--- config.mk ---
export PLATFORM = sky130hd
export DESIGN_NAME = bp_fe_fetch_buffer
export DESIGN_NICKNAME = d
export VERILOG_FILES = /design/src/rtl/bp_fe_fetch_buffer_pkg.sv /design/src/rtl/bp_fe_fetch_buffer_lane_sel.sv /design/src/rtl/bp_fe_fetch_buffer.sv
export SDC_FILE = /design/constraint.sdc
export NUM_CORES = 1
export LEC_CHECK = 0
export BUFFER_PORTS_ARGS = -buffer_cell sky130_fd_sc_hd__buf_2
export CAP_MARGIN = 25
export CORE_UTILIZATION = 40
export CTS_CLUSTER_SIZE = 20
export DETAILED_ROUTE_END_ITERATION = 7
export SYNTH_ARGS = -nofsm -noshare
export SYNTH_HDL_FRONTEND = slang
export SYNTH_SLANG_ARGS = --single-unit
--- constraint.sdc ---
create_clock -name clk_i -period 7.5 [get_ports clk_i]
set_input_delay 0 -clock clk_i [delete_from_list [all_inputs] [get_ports clk_i]]
set_output_delay 0 -clock clk_i [all_outputs]
set_load 0.05 [all_outputs]
--- src/rtl/bp_fe_fetch_buffer_pkg.sv ---
// Shared types and helpers for the FE fetch buffer.
// The struct macro builds a fetch-packet payload sized by the caller's parameters.
// Optional feature macro: BP_FE_FETCH_BUFFER_BYPASS_EN (same-cycle issue from an empty buffer).
`ifndef BP_FE_FETCH_BUFFER_PKG_SV
`define BP_FE_FETCH_BUFFER_PKG_SV

package bp_fe_fetch_buffer_pkg;

    // Byte distance between consecutive instruction lanes.
    function automatic int unsigned bp_fe_lane_stride(input int unsigned instr_width);
        return instr_width / 8;
    endfunction

    // clog2 that never returns zero, so index vectors always have at least one bit.
    function automatic int unsigned bp_fe_safe_clog2(input int unsigned n);
        return (n <= 1) ? 1 : $clog2(n);
    endfunction

endpackage

`define BP_FE_DECLARE_FETCH_PKT_S(vaddr_width_mp, instr_width_mp, fetch_width_mp) \
    typedef struct packed { \
        logic [(vaddr_width_mp)-1:0]                    pc;    \
        logic [((fetch_width_mp)*(instr_width_mp))-1:0] instr; \
        logic [(fetch_width_mp)-1:0]                    mask;  \
    } bp_fe_fetch_pkt_s

`define BP_FE_FETCH_PKT_WIDTH(vaddr_width_mp, instr_width_mp, fetch_width_mp) \
    ((vaddr_width_mp) + ((fetch_width_mp)*(instr_width_mp)) + (fetch_width_mp))

`endif

--- src/rtl/bp_fe_fetch_buffer_lane_sel.sv ---
// Combinational lowest-set-lane picker for a lane-valid mask.
// Returns the lane index, its one-hot, the mask with that lane cleared, and a last flag.
module bp_fe_fetch_lane_sel
    import bp_fe_fetch_buffer_pkg::*;
#(
    parameter  int unsigned fetch_width_p = 2,
    localparam int unsigned lane_width_lp = bp_fe_safe_clog2(fetch_width_p)
)
(
    input  logic [fetch_width_p-1:0] rem_i,
    output logic [lane_width_lp-1:0] lane_o,
    output logic [fetch_width_p-1:0] lane_oh_o,
    output logic [fetch_width_p-1:0] rem_next_o,
    output logic                     last_o
);

    // Isolate the lowest set bit and derive the remaining mask.
    always_comb begin
        lane_oh_o  = rem_i & (~rem_i + fetch_width_p'(1));
        rem_next_o = rem_i & ~lane_oh_o;
        last_o     = (rem_next_o == '0);
    end

    // Encode the position of the lowest set bit.
    always_comb begin
        logic found;
        lane_o = '0;
        found  = 1'b0;
        for (int unsigned i = 0; i < fetch_width_p; i++) begin
            if (rem_i[i] && !found) begin
                lane_o = lane_width_lp'(i);
                found  = 1'b1;
            end
        end
    end

endmodule

--- src/rtl/bp_fe_fetch_buffer.sv ---
// Decoupling buffer between FE memory responses and instruction issue.
// Stores up to els_p multi-lane fetch packets and issues one instruction per cycle.
// Optional feature macro: BP_FE_FETCH_BUFFER_BYPASS_EN (issue from input when empty).
module bp_fe_fetch_buffer
    import bp_fe_fetch_buffer_pkg::*;
#(
    parameter  int unsigned vaddr_width_p  = 39,
    parameter  int unsigned instr_width_p  = 32,
    parameter  int unsigned fetch_width_p  = 2,
    parameter  int unsigned els_p          = 4,
    localparam int unsigned count_width_lp = $clog2(els_p + 1)
)
(
    input  logic                                   clk_i,
    input  logic                                   reset_i,
    input  logic                                   flush_i,
    input  logic [vaddr_width_p-1:0]               fetch_pc_i,
    input  logic [fetch_width_p*instr_width_p-1:0] fetch_instr_i,
    input  logic [fetch_width_p-1:0]               fetch_mask_i,
    input  logic                                   fetch_v_i,
    output logic                                   fetch_ready_o,
    output logic [vaddr_width_p-1:0]               instr_pc_o,
    output logic [instr_width_p-1:0]               instr_o,
    output logic                                   instr_v_o,
    input  logic                                   instr_yumi_i,
    output logic [count_width_lp-1:0]              count_o
);

    localparam int unsigned ptr_width_lp   = bp_fe_safe_clog2(els_p);
    localparam int unsigned lane_width_lp  = bp_fe_safe_clog2(fetch_width_p);
    localparam int unsigned lane_stride_lp = bp_fe_lane_stride(instr_width_p);

    `BP_FE_DECLARE_FETCH_PKT_S(vaddr_width_p, instr_width_p, fetch_width_p);

    bp_fe_fetch_pkt_s           mem_r [els_p];
    logic [ptr_width_lp-1:0]    rptr_r, wptr_r;
    logic [count_width_lp-1:0]  count_r;

    bp_fe_fetch_pkt_s           head_pkt;
    logic [lane_width_lp-1:0]   head_lane;
    logic [fetch_width_p-1:0]   head_oh, head_rem_next;
    logic                       head_last;
    logic [instr_width_p-1:0]   head_instr;
    logic [vaddr_width_p-1:0]   head_pc;

    logic                       stored_v, enq_fire, deq, pop, wr_v;
    logic [fetch_width_p-1:0]   wr_mask;

    // Wrap a pointer from els_p-1 back to zero.
    function automatic logic [ptr_width_lp-1:0] ptr_inc(input logic [ptr_width_lp-1:0] p);
        return (p == ptr_width_lp'(els_p - 1)) ? '0 : p + ptr_width_lp'(1);
    endfunction

    assign head_pkt = mem_r[rptr_r];

    bp_fe_fetch_lane_sel #(.fetch_width_p(fetch_width_p)) head_sel (
        .rem_i      (head_pkt.mask),
        .lane_o     (head_lane),
        .lane_oh_o  (head_oh),
        .rem_next_o (head_rem_next),
        .last_o     (head_last)
    );

    // Head instruction mux and lane PC (wraps modulo the address width).
    always_comb begin
        head_instr = '0;
        for (int unsigned k = 0; k < fetch_width_p; k++) begin
            if (head_oh[k]) head_instr |= head_pkt.instr[k*instr_width_p +: instr_width_p];
        end
        head_pc = head_pkt.pc
                + vaddr_width_p'(head_lane) * vaddr_width_p'(lane_stride_lp);
    end

    // Handshake qualifiers; ready depends only on registered count and flush.
    always_comb begin
        fetch_ready_o = (count_r < count_width_lp'(els_p)) & ~flush_i;
        enq_fire      = fetch_v_i & fetch_ready_o & (|fetch_mask_i);
        stored_v      = (count_r != '0);
        deq           = instr_yumi_i & stored_v;
        pop           = deq & head_last;
        count_o       = count_r;
    end

`ifdef BP_FE_FETCH_BUFFER_BYPASS_EN
    logic [lane_width_lp-1:0]   in_lane;
    logic [fetch_width_p-1:0]   in_oh, in_rem_next;
    logic                       in_last;
    logic [instr_width_p-1:0]   in_instr;
    logic [vaddr_width_p-1:0]   in_pc;
    logic                       bypass_v, bypass_take;

    bp_fe_fetch_lane_sel #(.fetch_width_p(fetch_width_p)) in_sel (
        .rem_i      (fetch_mask_i),
        .lane_o     (in_lane),
        .lane_oh_o  (in_oh),
        .rem_next_o (in_rem_next),
        .last_o     (in_last)
    );

    // Issue straight from the incoming packet when the buffer is empty.
    always_comb begin
        in_instr = '0;
        for (int unsigned k = 0; k < fetch_width_p; k++) begin
            if (in_oh[k]) in_instr |= fetch_instr_i[k*instr_width_p +: instr_width_p];
        end
        in_pc       = fetch_pc_i + vaddr_width_p'(in_lane) * vaddr_width_p'(lane_stride_lp);
        bypass_v    = ~stored_v & enq_fire;
        bypass_take = bypass_v & instr_yumi_i;
        instr_v_o   = stored_v | bypass_v;
        instr_o     = stored_v ? head_instr : in_instr;
        instr_pc_o  = stored_v ? head_pc    : in_pc;
        wr_v        = enq_fire & ~(bypass_take & in_last);
        wr_mask     = bypass_take ? in_rem_next : fetch_mask_i;
    end
`else
    // Issue only from storage: one cycle minimum enqueue-to-valid latency.
    always_comb begin
        instr_v_o  = stored_v;
        instr_o    = head_instr;
        instr_pc_o = head_pc;
        wr_v       = enq_fire;
        wr_mask    = fetch_mask_i;
    end
`endif

    // Packet storage: enqueue writes a new entry, dequeue retires one lane of the head.
    always_ff @(posedge clk_i) begin
        if (wr_v) begin
            mem_r[wptr_r] <= '{pc: fetch_pc_i, instr: fetch_instr_i, mask: wr_mask};
        end
        if (deq && !flush_i && !pop) begin
            mem_r[rptr_r].mask <= head_rem_next;
        end
    end

    // Pointers and occupancy; reset and flush both empty the buffer.
    always_ff @(posedge clk_i) begin
        if (reset_i || flush_i) begin
            rptr_r  <= '0;
            wptr_r  <= '0;
            count_r <= '0;
        end else begin
            if (wr_v) wptr_r <= ptr_inc(wptr_r);
            if (pop)  rptr_r <= ptr_inc(rptr_r);
            count_r <= count_r + count_width_lp'(wr_v) - count_width_lp'(pop);
        end
    end

`ifndef SYNTHESIS
    // The consumer may only take an instruction that is being offered.
    always_ff @(posedge clk_i) begin
        if (!reset_i) begin
            assert (!(instr_yumi_i && !instr_v_o))
                else $error("instr_yumi_i asserted while instr_v_o is low");
        end
    end
`endif

endmodule

==> results of run 1 <==
## kinds of logic after synthesis
logic type,after synthesis,synth area share [%]
buffers and inverters,46,1.50
adders and majority gates,13,1.00
and+or+nand+nor,114,4.08
AOI/OAI and AO/OA,37,1.84
xor gates and xnor gates,37,1.90
DFF,429,75.1
muxes,109,14.5
## worst min-delay path, stage by stage
cell and delay (ps):
buf_2 90, nand2_1 140, a21oi_1 140, mux2i_1 170, nor2_1 60
## stage by stage
step | cell area, sq um | utilization (%)
detailed placement | 18500 | 44.1
finish | 20900 | 49.9
global placement | 18500 | 44.1
global route | 20900 | 49.9
CTS | 20900 | 49.9
floorplan | 17000 | -
## routing by layer
metal	wire, um	global-route usage [%]	part of all wire [%]	vias up
met3	1800	3.55	5.1	50
met4	751	4.80	2.1	4
met2	17600	28.0	50	214
met5	18	0	0.051	-
met1	15000	21.3	43	4400
li1	-	-	-	3911
## report_power, final
part | internal, mW | switching (mW) | total, mW
Combinational | 0.131 | 0.211 | 0.342
Sequential | 2.67 | 0.00880 | 2.67
Clock | 1.19 | 0.856 | 2.05
Total | 3.99 | 1.08 | 5.06
## state kept, by name (all words and copies together) (netlist names), named ones only
| signal | cells |
|---|---|
| mem_r | 420 |
| count_o | 3 |
| rptr_r | 2 |
| wptr_r | 2 |
## layout make-up
class	count	area (sq um)
clock inverters	21	171
multi-input cells	310	3990
fillers	3428	21000
well taps	539	674
inverters	11	41.3
flip-flops and latches	429	12800
repair buffers	302	2100
diodes	1	2.50
clock buffers	54	1160
## Yosys cell counts, drive strengths merged
cell type  number  share of area, %
or3             2              0.10
or2             1             0.037
fa              1              0.12
o211a           1             0.059
nand4          16              0.59
xnor2          30               1.5
and3           10              0.37
edfxtp        420                74
a22o           32               1.6
mux4          104                14
and4bb          1             0.073
ha             12              0.88
nor2           12              0.28
nor2b           3              0.11
dfxtp           9               1.1
buf            25               1.0
and4            4              0.21
clkbuf         10              0.22
nand4b          2              0.10
nand3          10              0.35
nor3            3             0.088
and3b           2              0.10
nor3b           2              0.15
and2           12              0.44
mux2i           4              0.24
inv            11              0.24
o2bb2ai         1             0.051
nand2          26              0.62
nor4            4              0.31
mux2            1             0.066
nand2b          4              0.15
xor2            7              0.36
a21oi           3             0.088
## worst max-delay path by stage
stage	startpoint	to	slack [ps]	cells after the start
after floorplan	count_o[2]	mem_r[0][0]	2820	4
after global placement	flop	instr_pc_o[27]	2400	9
after detailed placement	flop	instr_pc_o[27]	2760	9
after CTS	flop	instr_pc_o[27]	2170	9
after global routing	flop	instr_pc_o[35]	1910	9
final	flop	instr_pc_o[35]	2370	9
==> flow_summary.yaml, run 1 <==
status:
  status: "complete, no violations"
clocking:
  clock-sinks: 429
  cts-root-buf: "clkbuf_16"
  post_cts_buffers: 0
  ctsResizeCount: 0
  clock_latency_ps: 550
  cts_hold_buf: 109
  clk_pin_slew_worst_paths_ps: 60
  cts_tree: "done"
  cts_buffer_depth: 3
  cts_made_buffers: 44
  h-tree-depth: 2
detailed_routing:
  drc: 0
  antenna_left: 0
  viasPerCell: 5.15
  routedWlPerCell_um: 21.1
  drt_iter0_drc: 541
  firstDrtPassIters: 5
  vias: 8579
  routed_wl_um: 35100
logic_synthesis:
  syn-num-nets: 908
  synth_cell_types: 45
  syn_area_per_cell_sq_um: 21.7
  syn_inst: 785
  ys_warn_count: 0
  synth_seq_area_share_pct: 75.1
  netlist_area_sq_mm: 0.0170
  ys_ff_latch: 429
worst_setup_path:
  r2r-end: "count_o[1]"
  path_max_fanout: 36
  crit_family: "simple AND/OR/NAND/NOR gates"
  cp-start-kind: "flop"
  crit_type: "reg2out"
  cp.required_ps: 7500
  cp_slowest_stage_delay_ps: 1020
  rr_worst_depth: 8
  crit_arrival_ps: 5130
  path_cells: "mux4_2 -> nor2b_4 -> ha_1 -> nand2_1 -> o2bb2ai_1 -> nor3b_4 -> nand4_1 -> xnor2_1 -> buf_2"
  critPathSlowestCell: "mux4_2"
  crit_path_end_kind: "output port"
  path_buf_inv: 1
  rrSetupSlack_ps: 3940
placed_design:
  dp.cells: 1482
  pre_cts_ws_ps: 2760
  port_buffers: 185
  gp_congestion: 0.726
  dpl.hpwl_um: 20500
global_route:
  overflow: 0
  grt_pass1_vias: 9174
  grt_max_degree: 67
  antenna_found_initial: 3
  grt_usage_pct: 16.5
  grt_pass1_wl_um: 53600
floorplanning:
  num_rows: 75
  core-area_sq_mm: 0.0419
  die_area_sq_mm: 0.0434
  start_util_pct: 40.6
  chipHeight_um: 208
  die_w_um: 208
  ios: 186
sta:
  relSlewSlack_pct: 33.5
  max_freq_mhz: 195
  holdWs_ps: 89.7
  final.setup.worst_slack_ps: 2370
  clock_skew_ps: 9.57
  finalCritPeriodShare_pct: 68.5
  slew_viol_final: 0
  timing.setup.tns_ps: 0
  rsz0062_at_grt: "no"
  worst_slew_pin_slew_ps: 997
  setup_viol: 0
  min_period_ps: 5130
  hold_violations: 0
final_layout:
  final_common_cell: "edfxtp_1"
  final_cell_mix: "edfxtp_1, buf_2, dlygate4sd3_1"
  final_layout_size_suffix_gt1_share_pct: 31.1
  area_growth_pct: 23.0
  fin_cells: 1667
  nets: 1221
power_and_ir_drop:
  power_density_mw_per_mm2: 242
  p_leak_nw: 7.05
  ir_drop_uv: 198
  finalPower_mw: 5.06
hold_path:
  min_path_type: "in2reg"
  hold_depth: 5
  holdCritStartpoint: "instr_yumi_i"
run:
  drv_cap: 0
Note: power is estimated with default switching activity, not from simulation.
==> run 2: changes to the inputs <==
Settings changed: ABC_AREA set to 1.
Clock period 7.5 ns to 4.6 ns, I/O delays scaled along.
==> flow_summary.yaml, run 2 <==
status:
  status: "complete, no violations"
clocking:
  h-tree-depth: 2
  clk_pin_slew_worst_paths_ps: 60
  cts_made_buffers: 46
  cts-root-buf: "clkbuf_16"
  clock_latency_ps: 600
  cts_tree: "done"
  post_cts_buffers: 0
  cts_buffer_depth: 3
  clock-sinks: 429
worst_setup_path:
  rr_worst_depth: 12
  cp.required_ps: 4600
  rrSetupSlack_ps: 1290
  path_max_fanout: 92
  cp-start-kind: "flop"
  crit_path_end_kind: "output port"
  crit_type: "reg2out"
  r2r-end: "count_o[2]"
  crit_arrival_ps: 3840
sta:
  timing.setup.tns_ps: 0
  relSlewSlack_pct: 38.3
  min_period_ps: 3840
  slew_viol_final: 0
  clock_skew_ps: 22.7
  worst_slew_pin_slew_ps: 925
  hold_violations: 0
  max_freq_mhz: 260
  rsz0062_at_grt: "no"
  setup_viol: 0
  finalCritPeriodShare_pct: 83.5
power_and_ir_drop:
  p_leak_nw: 8.48
  ir_drop_uv: 366
  power_density_mw_per_mm2: 382
detailed_routing:
  routedWlPerCell_um: 17.7
  drc: 0
  viasPerCell: 5.03
  vias: 12762
  firstDrtPassIters: 5
  routed_wl_um: 44800
  drt_iter0_drc: 792
  antenna_left: 0
logic_synthesis:
  synth_top_flop_cell: "edfxtp_1"
  synthArstFlopShare_pct: 0
  syn_inst: 1618
  ys_ff_latch: 429
  synth_seq_area_share_pct: 69.3
  synth_area_leader_cell: "edfxtp_1"
  yosysTopAreaCellShare_pct: 68.3
  synthMostInstantiatedCell: "edfxtp_1"
  syn_area_per_cell_sq_um: 11.4
  ys_warn_count: 0
  netlist_area_sq_mm: 0.0185
  synth_cell_types: 35
  synth_top_cells_by_count: "edfxtp_1, nand2_1, nor2_1, o21ai_0, nand3_1"
  ys_top_cells_by_area: "edfxtp_1, nand2_1, nor2_1, o21ai_0, nand3_1"
  syn-num-nets: 1741
  synth_edf_count: 420
floorplanning:
  chipHeight_um: 217
  ios: 186
  start_util_pct: 40.6
  core-area_sq_mm: 0.0455
  num_rows: 78
  die_w_um: 217
  die_area_sq_mm: 0.0470
global_route:
  antenna_found_initial: 4
  grt_usage_pct: 19.0
  grt_pass1_vias: 12432
  grt_pass1_wl_um: 69000
  grt_max_degree: 93
  overflow: 0
run:
  drv_cap: 0
final_layout:
  n_fill_cell: 4126
  final_common_cell: "edfxtp_1"
  final_layout_size_suffix_gt1_share_pct: 16.4
  area_growth_pct: 21.4
  final_util_pct: 49.3
  largest_reg_flops: 420
  regMostFlops: "mem_r"
  nets: 2019
  final_cell_mix: "edfxtp_1, nand2_1, nor2_1"
placed_design:
  dpl.hpwl_um: 27100
  gp_congestion: 0.937
  port_buffers: 185
hold_path:
  hold_depth: 2
  hold_end: "mem_r[2][21]"
  min_path_type: "in2reg"
  holdCritStartpoint: "fetch_instr_i[19]"
-- run 2: worst max-delay path by stage --
stage | cells after the start | endpoint | startpoint
after global routing | 16 | instr_pc_o[36] | flop
final | 16 | instr_pc_o[36] | flop
after CTS | 17 | instr_pc_o[36] | flop
after detailed placement | 17 | instr_pc_o[36] | flop
after floorplan | 5 | mem_r[0][100] | count_o[2]
after global placement | 17 | instr_pc_o[36] | flop
-- run 2: cell families after synthesis --
group / share of synthesized area, %
AOI/OAI and AO/OA: 8.21
xor gates and xnor gates: 1.09
and+or+nand+nor: 16.8
buffers and inverters: 3.69
adders and majority gates: 0.922
DFF: 69.3
-- run 2: metrics by stage --
step / cell area [sq um] / worst slack [ps] / hold slack [ps] / std cells / power [mW]
6_report: 22400 / 760 / 143 / 2535 / 8.55
5_1_grt: 22400 / 372 / 146 / 2533 / 8.84
4_1_cts: 22400 / 277 / 110 / 2531 / 8.65
3_5_place_dp: 19900 / 934 / 215 / 2337 / 5.18
3_3_place_gp: 19900 / 996 / 212 / 2336 / 5.18
2_1_floorplan: 18500 / 175 / 98.9 / 1618 / 4.94
-- run 2: repair_timing --
action,CTS,global route
setup endpoints to repair,0,2
hold buffers,111,0
resized for setup,0,1
hold endpoints to repair,437,0
-- run 2: area by class of cell --
class / instances / area, sq um / area share (%)
Antenna cell: 4 / 10.0 / 0.0447
Clock buffer: 56 / 1210 / 5.40
Clock inverter: 27 / 180 / 0.804
Inverter: 59 / 245 / 1.09
Multi-Input combinational cell: 1049 / 5000 / 22.3
Sequential cell: 429 / 12800 / 57.1
Tap cell: 600 / 751 / 3.35
Timing Repair Buffer: 311 / 2220 / 9.90
-- run 2: critical path, cell delays in order (launching register included) --
cell	delay, ps
dfxtp_4	520
bufinv_8	600
o21ai_0	160
o22ai_1	180
nand2_1	90
inv_2	60
ha_1	300
ha_1	250
nand2_1	80
nor2_2	180
nand3_2	170
nor2_2	170
nand2_1	70
nand2_1	60
nand2_1	50
inv_1	40
buf_2	250
-- run 2: report_power, final --
group          total, mW  internal (mW)  leakage [nW]  switching (mW)
sequential          4.37           4.35          3.89          0.0179
combinational      0.808          0.245          3.91           0.562
clock               3.37           1.88         0.677            1.49
total               8.55           6.48          8.48            2.07
-- run 2: metal layers --
metal  routed length [um]  vias to the layer above  GRT usage [%]  share of wire [%]
li1                     -                     6235              -                  -
met1                19700                     6060           24.7                 44
met2                21300                      398           32.1                 48
met3                 2840                       67           3.83                6.3
met4                  876                        2           5.82                2.0
met5                   13                        -              0              0.029
==> run 3: changes to the inputs <==
Settings changed: ABC_AREA 1 to 0.
Clock period 4.6 ns to 3.4 ns, I/O delays scaled along.
==> flow_summary.yaml, run 3 (synthesized netlist as in run 1, its figures left out) <==
power_and_ir_drop:
  ir_drop_uv: 464
  finalPower_mw: 11.5
  p_sw_share_pct: 21.2
  power_density_mw_per_mm2: 530
  p_int_mw: 9.05
  pwr-share-clk_pct: 41.8
  switching_power_mw: 2.44
  pwr-share-comb_pct: 6.9
  seq_power_share_pct: 51.3
  p_leak_nw: 7.46
worst_setup_path:
  path_buf_inv: 4
  cp.depth: 11
  r2r-end: "count_o[1]"
  critPathSlowestCell: "dfxtp_4"
  path_common_cell: "buf_4"
  crit_type: "reg2out"
  rrSetupSlack_ps: 600
  crit_family: "buffers and inverters"
  endpoint: "instr_pc_o[31]"
  crit_arrival_ps: 3250
  rr_worst_depth: 9
  cp-start-kind: "flop"
  path_cells: "buf_4 -> buf_16 -> mux4_2 -> ha_1 -> nor2b_1 -> o2bb2ai_2 -> nor3b_4 -> buf_4 -> nand4_1 -> xnor2_2 -> buf_4"
  cp.required_ps: 3400
  path_max_fanout: 27
  crit_path_end_kind: "output port"
  cp_slowest_stage_delay_ps: 360
floorplanning:
  ios: 186
  chipHeight_um: 208
  core-area_sq_mm: 0.0419
  start_util_pct: 40.6
  die_area_sq_mm: 0.0434
  num_rows: 75
  die_w_um: 208
run:
  drv_cap: 0
global_route:
  overflow: 0
  grt_pass1_vias: 9454
  antenna_found_initial: 2
  grt_max_degree: 57
  grt_pass1_wl_um: 54600
  grt_usage_pct: 16.8
clocking:
  h-tree-depth: 2
  cts_buffer_depth: 3
  cts-root-buf: "clkbuf_16"
  clock_latency_ps: 560
  clk_pin_slew_worst_paths_ps: 60
  cts_made_buffers: 46
  clock-sinks: 429
  cts_tree: "done"
sta:
  slew_viol_final: 0
  relSlewSlack_pct: 43.6
  setup_viol: 0
  worst_slew_pin_slew_ps: 846
  hold_violations: 0
  clock_skew_ps: 10.6
  finalCritPeriodShare_pct: 95.6
  final.setup.worst_slack_ps: 148
  max_freq_mhz: 308
  min_period_ps: 3250
detailed_routing:
  vias: 8769
  antenna_left: 0
  routedWlPerCell_um: 21.2
  firstDrtPassIters: 4
  viasPerCell: 5.17
  drc: 0
  routed_wl_um: 36000
  drt_iter0_drc: 560
hold_path:
  min_path_type: "in2reg"
placed_design:
  pre_cts_ws_ps: 263
  port_buffers: 185
  placed_cell_area_sq_mm: 0.0189
  dpl.hpwl_um: 21000
  dp.cells: 1492
  gp_congestion: 0.803
final_layout:
  final_cell_mix: "edfxtp_1, buf_2, dlygate4sd3_1"
  final_common_cell: "edfxtp_1"
  final_layout_size_suffix_gt1_share_pct: 35.9
  regMostFlops: "mem_r"
  largest_reg_flops: 420
  nets: 1248
  final_util_pct: 51.7
  fin_cells: 1697
  area_growth_pct: 27.4
  design_area_sq_mm: 0.0217
status:
  status: "complete, no violations"
## run 3: how the worst min path moves through the flow
stage	slack (ps)	endpoint	cells past startpoint	startpoint
after floorplan	100	mem_r[0][100]	0	fetch_pc_i[34]
after global placement	210	mem_r[1][53]	1	fetch_instr_i[51]
after detailed placement	220	mem_r[2][26]	1	fetch_instr_i[24]
after CTS	140	mem_r[1][51]	2	fetch_instr_i[49]
after global routing	160	mem_r[1][11]	2	fetch_instr_i[9]
final	180	mem_r[0][29]	2	fetch_instr_i[27]
## run 3: power groups by stage
stage	Clock (mW)	Combinational [mW]	Sequential, mW
3_3_place_gp	0	0.673	6.00
5_1_grt	5.12	0.841	5.90
3_5_place_dp	0	0.682	6.01
6_report	4.80	0.792	5.89
2_1_floorplan	0	0.436	6.01
4_1_cts	4.94	0.798	5.90
## run 3: per-stage QoR
stage	hold WS (ps)	TNS (ps)
2_1_floorplan	98.9	-108
3_3_place_gp	212	0
3_5_place_dp	215	0
4_1_cts	142	-13.4
5_1_grt	160	-3.34
6_report	185	0
## run 3: layout make-up
| type | count | area (sq um) |
|---|---|---|
| Fill cell | 3352 | 20300 |
| Sequential cell | 429 | 12800 |
| Multi-Input combinational cell | 310 | 4300 |
| Timing Repair Buffer | 327 | 2410 |
| Clock buffer | 61 | 1240 |
| Tap cell | 539 | 674 |
| Clock inverter | 18 | 204 |
| Inverter | 11 | 41.3 |
| Antenna cell | 2 | 5.00 |
## run 3: timing repair
item                                   CTS  global route
hold buffers                           111             0
pin swaps                                1             1
gates cloned                             1             0
endpoints found under the hold margin  437             0
resized for setup                       21             6
setup endpoints to repair               29            23
buffers inserted                         3             9
## run 3: routing by layer
layer / part of all wire [%] / routed length, um / vias up / GRT usage [%]
met2: 51 / 18200 / 195 / 29.0
met5: 0 / 0 / - / 0
met4: 2.4 / 854 / 0 / 5.16
li1: - / - / 3951 / -
met3: 4.4 / 1580 / 68 / 3.70
met1: 43 / 15400 / 4555 / 21.1
